## src/rtl/mat_stream_loader_if.sv

```systemverilog
// mat_stream_loader_if
//   Bundles the two valid/ready streams around the matrix loader.
//   - Element stream: in_valid, in_ready, in_data, in_last (row-major elements).
//   - Matrix stream:  mat_valid, mat_ready, mat_data (packed N*N-element matrix).
//   Modports:
//   - master: the environment side. It produces elements and consumes matrices.
//   - slave:  the loader side. It consumes elements and produces matrices.
interface mat_stream_loader_if #(
  parameter int DATA_WIDTH = 8,
  parameter int MATRIX_DIM = 4
);
  localparam int MATRIX_SIZE = MATRIX_DIM * MATRIX_DIM;

  logic                              in_valid;
  logic                              in_ready;
  logic [DATA_WIDTH-1:0]             in_data;
  logic                              in_last;
  logic                              mat_valid;
  logic                              mat_ready;
  logic [MATRIX_SIZE*DATA_WIDTH-1:0] mat_data;

  modport master (
    output in_valid, in_data, in_last, mat_ready,
    input  in_ready, mat_valid, mat_data
  );

  modport slave (
    input  in_valid, in_data, in_last, mat_ready,
    output in_ready, mat_valid, mat_data
  );
endinterface

```

## src/rtl/mat_stream_loader.sv

```systemverilog
// mat_stream_loader
//   Upstream stage of the NxN determinant datapath.
//   - Collects row-major matrix elements one per cycle.
//   - Packs them into an N*N-element vector. Element k sits at bits [DW*k +: DW].
//   - Presents that vector behind a valid/ready handshake.
//   A fill buffer collects the next matrix while the output register is held,
//   so upstream can refill while downstream is still consuming.
//   Ports:
//   - clk, rst_n: clock and asynchronous active-low reset.
//   - clr:        synchronous flush of the partial fill and of any held matrix.
//   - bus:        element stream (in_*) and matrix stream (mat_*), slave side.
//   - len_err:    one-cycle pulse after a packet with an early or missing in_last.
//   - fill_count: number of elements in the current partial fill.
module mat_stream_loader #(
  parameter int DATA_WIDTH = 8,
  parameter int MATRIX_DIM = 4
) (
  input  logic                                        clk,
  input  logic                                        rst_n,
  input  logic                                        clr,
  mat_stream_loader_if.slave                          bus,
  output logic                                        len_err,
  output logic [$clog2(MATRIX_DIM*MATRIX_DIM+1)-1:0]  fill_count
);
  localparam int MATRIX_SIZE = MATRIX_DIM * MATRIX_DIM;
  localparam int CNT_W       = $clog2(MATRIX_SIZE + 1);
  localparam int VEC_W       = MATRIX_SIZE * DATA_WIDTH;

  localparam logic [CNT_W-1:0] CNT_ZERO = CNT_W'(0);
  localparam logic [CNT_W-1:0] CNT_ONE  = CNT_W'(1);
  localparam logic [CNT_W-1:0] LAST_IDX = CNT_W'(MATRIX_SIZE - 1);
  // While stalled, the fill buffer holds a complete matrix.
  localparam logic [CNT_W-1:0] FULL_CNT = CNT_W'(MATRIX_SIZE);
  localparam logic [VEC_W-1:0] VEC_ZERO = {VEC_W{1'b0}};

  typedef enum logic [1:0] {
    ST_FILL      = 2'd0,  // output register empty, collecting elements
    ST_FULL_WAIT = 2'd1,  // output register held, collecting the next matrix
    ST_STALL     = 2'd2   // output register and fill buffer both full
  } state_e;

  state_e             state_q,      state_d;
  logic [VEC_W-1:0]   fill_buf_q,   fill_buf_d;
  logic [CNT_W-1:0]   fill_count_q, fill_count_d;
  logic [VEC_W-1:0]   mat_data_q,   mat_data_d;
  logic               mat_valid_q,  mat_valid_d;
  logic               len_err_q,    len_err_d;
  logic               in_ready_q,   in_ready_d;

  logic               accept_s;
  logic               drain_s;
  logic               last_slot_s;
  int                 slot_idx_s;

  assign accept_s    = bus.in_valid & in_ready_q;
  assign drain_s     = mat_valid_q & bus.mat_ready;
  assign last_slot_s = (fill_count_q == LAST_IDX);
  assign slot_idx_s  = int'(fill_count_q);

  // Next-state logic: drain first, then element accept, with clr overriding both.
  always_comb begin
    state_d      = state_q;
    fill_buf_d   = fill_buf_q;
    fill_count_d = fill_count_q;
    mat_data_d   = mat_data_q;
    mat_valid_d  = mat_valid_q;
    len_err_d    = 1'b0;

    if (clr) begin
      // mat_data is left as-is; it is meaningless once mat_valid drops.
      state_d      = ST_FILL;
      fill_count_d = CNT_ZERO;
      mat_valid_d  = 1'b0;
    end else begin
      if (drain_s) begin
        case (state_q)
          ST_STALL: begin
            // The parked matrix replaces the drained one on the same edge, so there is no gap.
            mat_data_d   = fill_buf_q;
            fill_count_d = CNT_ZERO;
            state_d      = ST_FULL_WAIT;
          end
          default: begin
            mat_valid_d = 1'b0;
            state_d     = ST_FILL;
          end
        endcase
      end else begin
        mat_valid_d = mat_valid_q;
      end

      // No accept can happen in STALL, so a completion here never collides with a STALL drain.
      if (accept_s) begin
        fill_buf_d[slot_idx_s*DATA_WIDTH +: DATA_WIDTH] = bus.in_data;
        if (last_slot_s) begin
          len_err_d = ~bus.in_last;
          if (!mat_valid_q || drain_s) begin
            mat_data_d   = fill_buf_d;
            mat_valid_d  = 1'b1;
            fill_count_d = CNT_ZERO;
            state_d      = ST_FULL_WAIT;
          end else begin
            fill_count_d = FULL_CNT;
            state_d      = ST_STALL;
          end
        end else if (bus.in_last) begin
          // Early in_last drops the partial matrix. The output register is not affected.
          len_err_d    = 1'b1;
          fill_count_d = CNT_ZERO;
        end else begin
          fill_count_d = fill_count_q + CNT_ONE;
        end
      end else begin
        fill_buf_d = fill_buf_q;
      end
    end

    in_ready_d = (state_d != ST_STALL);
  end

  // State and output registers. in_ready stays low until the first edge after reset release.
  always_ff @(posedge clk or negedge rst_n) begin
    if (!rst_n) begin
      state_q      <= ST_FILL;
      fill_buf_q   <= VEC_ZERO;
      fill_count_q <= CNT_ZERO;
      mat_data_q   <= VEC_ZERO;
      mat_valid_q  <= 1'b0;
      len_err_q    <= 1'b0;
      in_ready_q   <= 1'b0;
    end else begin
      state_q      <= state_d;
      fill_buf_q   <= fill_buf_d;
      fill_count_q <= fill_count_d;
      mat_data_q   <= mat_data_d;
      mat_valid_q  <= mat_valid_d;
      len_err_q    <= len_err_d;
      in_ready_q   <= in_ready_d;
    end
  end

  assign bus.in_ready  = in_ready_q;
  assign bus.mat_valid = mat_valid_q;
  assign bus.mat_data  = mat_data_q;
  assign len_err       = len_err_q;
  assign fill_count    = fill_count_q;
endmodule

```

## src/flat_wrapper.sv

```systemverilog
// flat-port wrapper written by rule: the top's interface ports become plain ports
module mat_stream_loader_flat 
#(
  parameter int DATA_WIDTH = 8,
  parameter int MATRIX_DIM = 4
)
  (clk, rst_n, clr, len_err, fill_count, bus_in_valid, bus_in_data, bus_in_last, bus_mat_ready, bus_in_ready, bus_mat_valid, bus_mat_data);
  mat_stream_loader_if #(.DATA_WIDTH(DATA_WIDTH), .MATRIX_DIM(MATRIX_DIM)) bus_i ();
  input  logic clk;
  input  logic rst_n;
  input  logic clr;
  output logic len_err;
  output logic [$clog2(MATRIX_DIM*MATRIX_DIM+1)-1:0] fill_count;
  input wire logic [$bits(bus_i.in_valid)-1:0] bus_in_valid;
  input wire logic [$bits(bus_i.in_data)-1:0] bus_in_data;
  input wire logic [$bits(bus_i.in_last)-1:0] bus_in_last;
  input wire logic [$bits(bus_i.mat_ready)-1:0] bus_mat_ready;
  output wire logic [$bits(bus_i.in_ready)-1:0] bus_in_ready;
  output wire logic [$bits(bus_i.mat_valid)-1:0] bus_mat_valid;
  output wire logic [$bits(bus_i.mat_data)-1:0] bus_mat_data;
  assign bus_i.in_valid = bus_in_valid;
  assign bus_i.in_data = bus_in_data;
  assign bus_i.in_last = bus_in_last;
  assign bus_i.mat_ready = bus_mat_ready;
  assign bus_in_ready = bus_i.in_ready;
  assign bus_mat_valid = bus_i.mat_valid;
  assign bus_mat_data = bus_i.mat_data;
  mat_stream_loader #(.DATA_WIDTH(DATA_WIDTH), .MATRIX_DIM(MATRIX_DIM)) u_core (.clk(clk), .rst_n(rst_n), .clr(clr), .bus(bus_i), .len_err(len_err), .fill_count(fill_count));
endmodule
```

## config.mk

```make
export PLATFORM = sky130hd
export DESIGN_NAME = mat_stream_loader_flat
export DESIGN_NICKNAME = d
export VERILOG_FILES = /design/src/rtl/mat_stream_loader_if.sv /design/src/rtl/mat_stream_loader.sv /design/src/flat_wrapper.sv
export SDC_FILE = /design/constraint.sdc
export NUM_CORES = 1
export LEC_CHECK = 0
export BUFFER_PORTS_ARGS = -buffer_cell sky130_fd_sc_hd__buf_2
export CAP_MARGIN = 20
export CORE_MARGIN = 2
export CORE_UTILIZATION = 35
export CTS_BUF_LIST = sky130_fd_sc_hd__clkbuf_2
export DETAILED_ROUTE_END_ITERATION = 8
export PLACE_DENSITY = 0.62
export SLEW_MARGIN = 20
export SYNTH_ARGS = -nofsm -noshare
export SYNTH_HDL_FRONTEND = slang
export SYNTH_SLANG_ARGS = --single-unit
```

## constraint.sdc

```tcl
create_clock -name clk -period 5.3 [get_ports clk]
set_input_delay 0.53 -clock clk [delete_from_list [all_inputs] [get_ports clk]]
set_output_delay 0.53 -clock clk [all_outputs]
set_load 0.1 [all_outputs]
```

==> flow_summary.toml, run 1 <==
[run_status]
status = "complete, no violations"

[worst_setup_path]
r2r-start = "u_core.fill_count[1]"
reg2regPathDepth = 9
crit_buf_inv = 2
cp.depth = 9
worstPathRequired_ns = 5.97
regToRegSetupSlack_ns = 1.54
worst_path_largest_cell_delay_ns = 0.65
crit_chain = "inv_1, ha_1, nor3b_1, ha_1, inv_1, a211o_1, nor3_4, mux2i_1, a21oi_1"
crit_family = "adder cells"
end_kind = "flip-flop"
crit_type = "flip-flop to flip-flop"
r2r-end = "u_core.bus.mat_data[37]"
crit_arrival_ns = 4.43
cp_max_fo = 17
startpoint_type = "flip-flop"
slowest_stage = "ha_1"

[floorplanning]
die_area_sq_um = 36600
rows = 68
io_pins = 150
core-area_sq_um = 34500
initial_utilization = 0.355
die_y_microns = 191
fp.dieW_microns = 191

[layout]
final_cell_mix = "266 x dfrtp_1, 148 x buf_2, 137 x nand2_1"
layout_commonest_cell = "dfrtp_1"
syn_to_final_growth_pct = 13.8
drive_above_1_share = 0.240
final_nets = 1299
post-route-util = 0.404
fillers = 3456

[detailed_routing]
drc = 0
via_count = 9915
wire_per_inst_microns = 20.6
postRouteAntennaNets = 0
wirelength_microns = 36600
detail_route.iter0.violations = 993
first_pass_iters = 4
viasPerCell = 5.57

[synth]
syn_inst = 1146
synth_ff_type = "dfrtp_1"
synth_simple_gate_area_frac = 0.0936
synth.cell_area_sq_um = 12300
synth_top_family_by_area = "compound AO/OA/AOI/OAI gates"
muxShareOfSynthArea = 0.148
synth_compound_area_frac = 0.174
synth_edf_count = 0
avgSynthCellArea_sq_um = 10.7
yosysUniqueCellTypes = 53
ys_warn_count = 0
synth_xor_area_frac = 0.000713
syn-num-nets = 1164
ys_async_sr_fraction = 1.00
synthAdderAreaFrac = 0.00408
synth_seq_area_share = 0.542
synth_seq_cells = 266

[timing]
finalHoldViolations = 0
timing.final.crit_share = 0.710
tightest_slew_ns = 1.05
setup_tns_ns = 0
hold_ws_ns = 0.189
fin_crit_ns = 3.76
rsz0062_at_grt = "false"
maxSlewViolCount = 0
slew_headroom = 0.297
setup_viol_count_final = 0
skew_ns = 0.0710
clock.fmax_mhz = 266

[power]
comb_power_share = 0.054
switching_power_mw = 1.02
power_density_nw_per_um2 = 263
seqPwrFrac = 0.562
p_int_mw = 2.65
p_leak_nw = 6.76
clkPwrFrac = 0.383
vdd_drop_max_mv = 0.143
switching_share = 0.277

[global_routing]
grt_pass1_wl_microns = 56700
grt_overflow = 0
grt_max_degree = 180
antenna_found_initial = 1
grt_pass1_vias = 9587
grt_usage = 0.200

[min_path]
hold_start = "bus_in_data[1]"
hold_end = "u_core.fill_buf_q[1]"
whs_path_depth = 3
hold_path_class = "input pin to flip-flop"

[clock_network]
clockRootBuffer = "clkbuf_2"
cts_tree = "done"
clkTransAtPathRegs_ns = 0.11
clkLatencyLatePin_ns = 0.87
post_cts_resized = 0
clk_path_buf_depth = 3
cts_sinks = 266
cts_made_buffers = 71
ctsHtreeMaxLevel = 3

[run]
maxCapViolCount = 0

[place]
dp.final_hpwl_microns = 23200
place.gp.congestion = 0.861
io_buffers = 149
## synth_stat cells (3+ instances only)
| master | n | area, sq um |
|---|---|---|
| a2111oi_0 | 6 | 52.6 |
| a211oi_1 | 8 | 60.1 |
| a21o_1 | 3 | 22.5 |
| a21oi_1 | 100 | 500 |
| a31oi_1 | 32 | 200 |
| and2_1 | 11 | 68.8 |
| and3_1 | 9 | 56.3 |
| buf_1 | 10 | 37.5 |
| buf_2 | 18 | 90.1 |
| clkbuf_1 | 68 | 255 |
| dfrtp_1 | 266 | 6660 |
| ha_1 | 4 | 50.1 |
| inv_1 | 14 | 52.6 |
| mux2_1 | 46 | 518 |
| mux2_2 | 30 | 338 |
| mux2i_1 | 96 | 961 |
| nand2_1 | 137 | 514 |
| nand2b_1 | 7 | 43.8 |
| nand3_1 | 17 | 85.1 |
| nand4_1 | 6 | 37.5 |
| nor2_1 | 17 | 63.8 |
| nor3_1 | 8 | 40.0 |
| nor3_4 | 6 | 97.6 |
| o2111ai_1 | 3 | 26.3 |
| o21ai_0 | 19 | 95.1 |
| o21ai_1 | 34 | 170 |
| o22ai_1 | 124 | 776 |
| o31ai_1 | 4 | 30.0 |
| o32ai_1 | 6 | 52.6 |
| or2_2 | 3 | 18.8 |
| or3_1 | 3 | 18.8 |
## power by group through the flow
stage | Clock, mW | Combinational, mW | Sequential [mW]
final | 1.41 | 0.200 | 2.06
after global routing | 1.55 | 0.224 | 2.07
after CTS | 1.44 | 0.200 | 2.06
after detailed placement | 0 | 0.197 | 2.10
after global placement | 0 | 0.195 | 2.10
after floorplan | 0 | 0.101 | 2.10
## cell families after synthesis
family | Yosys count
compound gates | 354
xor+xnor | 1
simple gates | 237
fa+ha+maj | 4
flops | 266
buf+inv | 112
mux | 172
## stage by stage
stage                     setup WS, ns  instance area (sq um)  instances  power, mW
after floorplan                   1.57                  12300       1146       2.21
after CTS                         1.59                  13900       1777       3.70
after global routing              1.29                  14000       1779       3.84
final                             1.54                  14000       1779       3.67
after global placement            1.72                  13300       1659       2.30
after detailed placement          1.62                  13300       1659       2.30
## worst min-delay path, cell delays in order
cell     delay (ns)
buf_2          0.25
nand2_1        0.12
o21ai_1        0.07
## worst max-delay path by stage
stage,end,start
after floorplan,u_core.bus.mat_data[112],u_core.fill_count[0]
after global placement,u_core.bus.mat_data[81],u_core.fill_count[1]
after detailed placement,u_core.bus.mat_data[36],u_core.fill_count[1]
after CTS,u_core.bus.mat_data[33],u_core.fill_count[1]
after global routing,u_core.bus.mat_data[33],u_core.fill_count[1]
final,u_core.bus.mat_data[37],u_core.fill_count[1]
## timing repair
action / CTS / global route
buffers inserted: 0 / 0
hold buffers: 3 / 0
hold endpoints to repair: 90 / 0
## registers in the layout, summed over array words and instances (netlist names)
name                  count
u_core.bus.mat_data     128
u_core.fill_buf_q       128
u_core.fill_count         5
u_core.state_q            2
u_core.bus.in_ready       1
u_core.bus.mat_valid      1
u_core.len_err            1
## per-layer routing
layer | routed length, microns | GRT usage
met5 | 0 | 0
met1 | 16900 | 0.288
met2 | 16600 | 0.299
met4 | 698 | 0.0609
met3 | 2370 | 0.0439
## cell type report
| type | count | area [sq um] | area share |
|---|---|---|---|
| sequential | 266 | 6660 | 0.477 |
| multi-input combinational | 768 | 5200 | 0.373 |
| timing repair buffer | 160 | 891 | 0.0638 |
| tap | 455 | 569 | 0.0408 |
| clock buffer | 106 | 531 | 0.0380 |
| clock inverter | 9 | 60.1 | 0.00430 |
| inverter | 14 | 52.6 | 0.00376 |
| antenna | 1 | 2.50 | 0.000179 |
No activity file was read; power rests on OpenSTA's default activity.
==> inputs of run 2 (changes only) <==
==> constraint.sdc (replaced) <==
create_clock -name clk -period 3.9 [get_ports clk]
set_input_delay 0.39 -clock clk [delete_from_list [all_inputs] [get_ports clk]]
set_output_delay 0.39 -clock clk [all_outputs]
set_load 0.1 [all_outputs]
==> run 2 against run 1 <==
Combinational power rose by 46%. Sequential share of layout area shrank 1.0 points. Via count up 1.6%. Setup slack got worse by 0.98 ns. Design area is 2.2% higher. Clock skew rose by 0.013 ns. Non-clock buffer count rose by 24. Sequential cell count did not move. Maximum frequency is 13% higher. Routed wire length increased by 1.7%. Power grew 41%. Die area stayed put. Largest power group unchanged. Highest routed layer is now met5.
==> flow_summary.toml, run 2 (synthesis gave the netlist of run 1 again) <==
[run_status]
status = "complete, no violations"

[place]
place.gp.congestion = 0.862
dp.final_hpwl_microns = 24100
dp.cells = 1674
io_buffers = 149

[global_routing]
grt_pass1_wl_microns = 57700
grt_overflow = 0
grt_usage = 0.204
antenna_found_initial = 2
grt_max_degree = 130
grt_pass1_vias = 9851

[clock_network]
clkLatencyLatePin_ns = 0.87
ctsHoldBuffers = 12
post-cts-setup-buffers = 0
clockRootBuffer = "clkbuf_2"
post_cts_resized = 0
cts_tree = "done"
clk_path_buf_depth = 3
cts_made_buffers = 73
clkTransAtPathRegs_ns = 0.10
ctsHtreeMaxLevel = 3
cts_sinks = 266

[layout]
multi_input_area_sq_um = 5190
layout_commonest_cell = "dfrtp_1"
drive_above_1_share = 0.243
fillers = 3465
final_cell_mix = "266 x dfrtp_1, 148 x buf_2, 137 x nand2_1"
syn_to_final_growth_pct = 16.3
instances_no_fill = 1813
final_nets = 1325
seq_area_sq_um = 6660

[worst_setup_path]
worst_path_largest_cell_delay_ns = 0.64
reg2regPathDepth = 10
worstPathRequired_ns = 4.58
slowest_stage = "a211oi_4"
startpoint_type = "flip-flop"
crit_arrival_ns = 4.02
end_kind = "flip-flop"
crit_chain = "inv_1, ha_1, nor3b_1, ha_1, buf_4, inv_1, a211o_1, a211oi_4, mux2i_1, a21oi_1"
cp_max_fo = 17
crit_type = "flip-flop to flip-flop"
r2r-start = "u_core.fill_count[1]"
regToRegSetupSlack_ns = 0.55
r2r-end = "u_core.bus.mat_data[87]"

[floorplanning]
initial_utilization = 0.355
core-area_sq_um = 34500
rows = 68
fp.dieW_microns = 191
io_pins = 150
die_y_microns = 191
die_area_sq_um = 36600

[detailed_routing]
wirelength_microns = 37200
postRouteAntennaNets = 0
via_count = 10100
detail_route.iter0.violations = 787
wire_per_inst_microns = 20.5
first_pass_iters = 5
viasPerCell = 5.56
drc = 0

[timing]
setup_tns_ns = 0
setup_viol_count_final = 0
timing.final.crit_share = 0.858
rsz0062_at_grt = "false"
fin_crit_ns = 3.35
finalHoldViolations = 0
maxSlewViolCount = 0
tightest_slew_ns = 0.906
clock.fmax_mhz = 299
slew_headroom = 0.392
skew_ns = 0.0843

[power]
vdd_drop_max_mv = 0.190
p_leak_nw = 6.91
power_density_nw_per_um2 = 362
power.total_mw = 5.16

[min_path]
hold_path_class = "input pin to async pin"

[run]
maxCapViolCount = 0
## run 2: how the worst max path moves through the flow
stage               slack [ns]                        to            startpoint
floorplan                 0.17  u_core.bus.mat_data[112]  u_core.fill_count[0]
global placement          0.73  u_core.bus.mat_data[127]  u_core.fill_count[0]
detailed placement        0.66   u_core.bus.mat_data[82]  u_core.fill_count[1]
CTS                       0.58   u_core.bus.mat_data[86]  u_core.fill_count[1]
global route              0.27  u_core.bus.mat_data[121]  u_core.fill_count[0]
finish                    0.55   u_core.bus.mat_data[87]  u_core.fill_count[1]
## run 2: metal layers
layer | GRT usage | routed length, microns | vias to the layer above
met4 | 0.0713 | 945 | 2
met2 | 0.308 | 17000 | 376
li1 | - | - | 4593
met1 | 0.286 | 16700 | 5024
met3 | 0.0474 | 2520 | 79
met5 | 0 | 18 | -
## run 2: final cells by class
| class | instances | share of cell area |
|---|---|---|
| Clock buffer | 101 | 0.0354 |
| Timing Repair Buffer | 184 | 0.0784 |
| Tap cell | 455 | 0.0399 |
| Sequential cell | 266 | 0.466 |
| Multi-Input combinational cell | 768 | 0.364 |
| Clock inverter | 24 | 0.0124 |
| Inverter | 14 | 0.00368 |
| Antenna cell | 1 | 0.000175 |
## run 2: power breakdown
part | internal [mW] | total [mW] | leakage (nW) | switching (mW)
clock | 0.896 | 2.07 | 0.505 | 1.17
sequential | 2.78 | 2.80 | 3.65 | 0.0216
combinational | 0.0674 | 0.292 | 2.75 | 0.225
total | 3.74 | 5.16 | 6.91 | 1.42
## run 2: metrics by stage
step                      hold WS [ns]  instance area (sq um)  utilization  setup slack (ns)
after floorplan                 0.0944                  12300            -             0.171
after global placement           0.478                  13400        0.389             0.725
after detailed placement         0.489                  13400        0.389             0.655
after CTS                       0.0283                  14200        0.412             0.578
after global routing            0.0456                  14300        0.413             0.271
final                           0.0659                  14300        0.413             0.554
## run 2: worst max-delay path, delay by kind of cell (launching register included)
family,cells,cell delay (ns)
buffers and inverters,3,0.45
DFF,1,0.56
AOI/OAI and AO/OA,3,1.24
muxes,1,0.25
adders and majority gates,2,0.50
and+or+nand+nor,1,0.15
==> inputs of run 3 (changes only) <==
--- a/config.mk
+++ b/config.mk
@@ -11,7 +11,8 @@
 export CORE_UTILIZATION = 35
 export CTS_BUF_LIST = sky130_fd_sc_hd__clkbuf_2
 export DETAILED_ROUTE_END_ITERATION = 8
-export PLACE_DENSITY = 0.62
+export MAX_ROUTING_LAYER = met4
+export PLACE_DENSITY = 0.51
 export SLEW_MARGIN = 20
 export SYNTH_ARGS = -nofsm -noshare
 export SYNTH_HDL_FRONTEND = slang
==> run 3 against run 2 <==
Cell count is 0.22% higher. Clock power is 5% lower. Register-to-register slack worse by 0.06 ns. Hold slack better by 0.069 ns. Power is 2.1% lower. Critical path depth is 1 lower. Setup slack worse by 0.059 ns. Sequential share of layout area is 0.13 points higher. Sequential cell count stayed put. First-iteration DRC count is 2.8% lower. Clock skew is 0.031 ns lower. Critical endpoint is now u_core.bus.mat_data[115]. Largest cell class unchanged.
==> flow_summary.toml, run 3 (synthesis gave the netlist of run 1 again) <==
[place]
io_buffers = 149
dp.final_hpwl_microns = 24100
place.gp.congestion = 0.864
pre_cts_slack_ns = 0.584
placed_area_sq_um = 13500

[clock_network]
post-cts-setup-buffers = 0
ctsHtreeMaxLevel = 3
post_cts_resized = 0
clkTransAtPathRegs_ns = 0.10
clkLatencyLatePin_ns = 0.89
clockRootBuffer = "clkbuf_2"
clk_path_buf_depth = 3
cts_sinks = 266
cts_made_buffers = 75
cts_tree = "done"

[timing]
timing.final.crit_share = 0.873
clock.fmax_mhz = 294
skew_ns = 0.0530
setup_viol_count_final = 0
setup_tns_ns = 0
fin_crit_ns = 3.41
maxSlewViolCount = 0
slew_headroom = 0.361
finalWorstSetupSlack_ns = 0.494
rsz0062_at_grt = "false"
tightest_slew_ns = 0.957
finalHoldViolations = 0

[detailed_routing]
first_pass_iters = 5
wirelength_microns = 38400
postRouteAntennaNets = 0
drc = 0
via_count = 9897
detail_route.iter0.violations = 765
viasPerCell = 5.45
wire_per_inst_microns = 21.1

[layout]
syn_to_final_growth_pct = 15.9
drive_above_1_share = 0.245
final_cell_mix = "266 x dfrtp_1, 148 x buf_2, 137 x nand2_1"
layout_commonest_cell = "dfrtp_1"
final_nets = 1326
design_area_sq_um = 14200

[power]
vdd_drop_max_mv = 0.165
power_density_nw_per_um2 = 355
p_leak_nw = 6.91

[worst_setup_path]
startpoint_type = "flip-flop"
crit_arrival_ns = 4.18
cp_max_fo = 68
worstPathRequired_ns = 4.67
crit_type = "flip-flop to flip-flop"
end_kind = "flip-flop"

[floorplanning]
io_pins = 150
die_y_microns = 191
initial_utilization = 0.355
die_area_sq_um = 36600
fp.dieW_microns = 191
core-area_sq_um = 34500
rows = 68

[global_routing]
grt_pass1_wl_microns = 59700
grt_pass1_vias = 9862
grt_usage = 0.220
grt_max_degree = 92
grt_overflow = 0
antenna_found_initial = 1

[run]
maxCapViolCount = 0

[run_status]
status = "complete, no violations"

[min_path]
hold_path_class = "input pin to async pin"
==> run 3: cell types whose count changed in the layout (fill, tap and decap cells not counted), moves of 3 or more <==
cell	change
clkbuf_2	+14
buf_4	-4
clkinv_2	-4
buf_12	+3
bufinv_16	-3
==> run 3: path summary, 6_finish.rpt <==
kind / to / from / cells past startpoint / slack (ns)
min in group clk: u_core.state_q[1] / bus_mat_ready / 3 / 0.32
min reg2reg: u_core.fill_buf_q[108] / u_core.fill_buf_q[108] / 1 / 0.50
max in group asynchronous: u_core.fill_buf_q[66] / rst_n / 3 / 2.75
min: u_core.bus.mat_data[125] / rst_n / 2 / 0.13
max: u_core.bus.mat_data[115] / u_core.fill_count[1] / 9 / 0.49
max reg2reg: u_core.bus.mat_data[115] / u_core.fill_count[1] / 9 / 0.49
==> run 3: where the power goes <==
part / internal (mW) / switching, mW
logic: 0.0660 / 0.227
clock network: 0.769 / 1.19
registers: 2.78 / 0.0217
==> run 3: metrics by stage <==
step	hold WS, ns	util	instances	total power, mW
final	0.135	0.412	1817	5.05
after detailed placement	0.483	0.390	1673	3.14
after floorplan	0.0944	-	1146	3.00
after CTS	0.0803	0.412	1816	5.14
after global placement	0.481	0.390	1673	3.14
after global routing	0.134	0.412	1817	5.33
==> run 3: worst max-delay path, cell delays in order (launching register included) <==
cell	delay, ns
dfrtp_1	0.58
ha_1	0.26
and3_1	0.16
ha_1	0.29
nand3_1	0.23
nand2b_1	0.52
a21oi_4	0.53
buf_12	0.37
o22ai_1	0.15
a21oi_1	0.13
==> run 3: repair_timing <==
action                     in CTS  in global routing
hold endpoints to repair      148                  0
setup endpoints to repair       0                  0
hold buffers                   13                  0
==> run 3: final cells by class <==
type | count | area, sq um
diodes | 1 | 2.50
clock inverters | 15 | 56.3
fillers | 3513 | 20300
flip-flops and latches | 266 | 6660
repair buffers | 183 | 1130
clock buffers | 115 | 576
inverters | 14 | 52.6
well taps | 455 | 569
multi-input cells | 768 | 5190
==> run 3: routing by layer <==
layer	vias up	global-route usage	wire, microns
met4	0	0.0766	857
met5	-	-	0
met2	317	0.321	17200
met1	4916	0.307	18200
met3	58	0.0395	2070
li1	4606	-	-
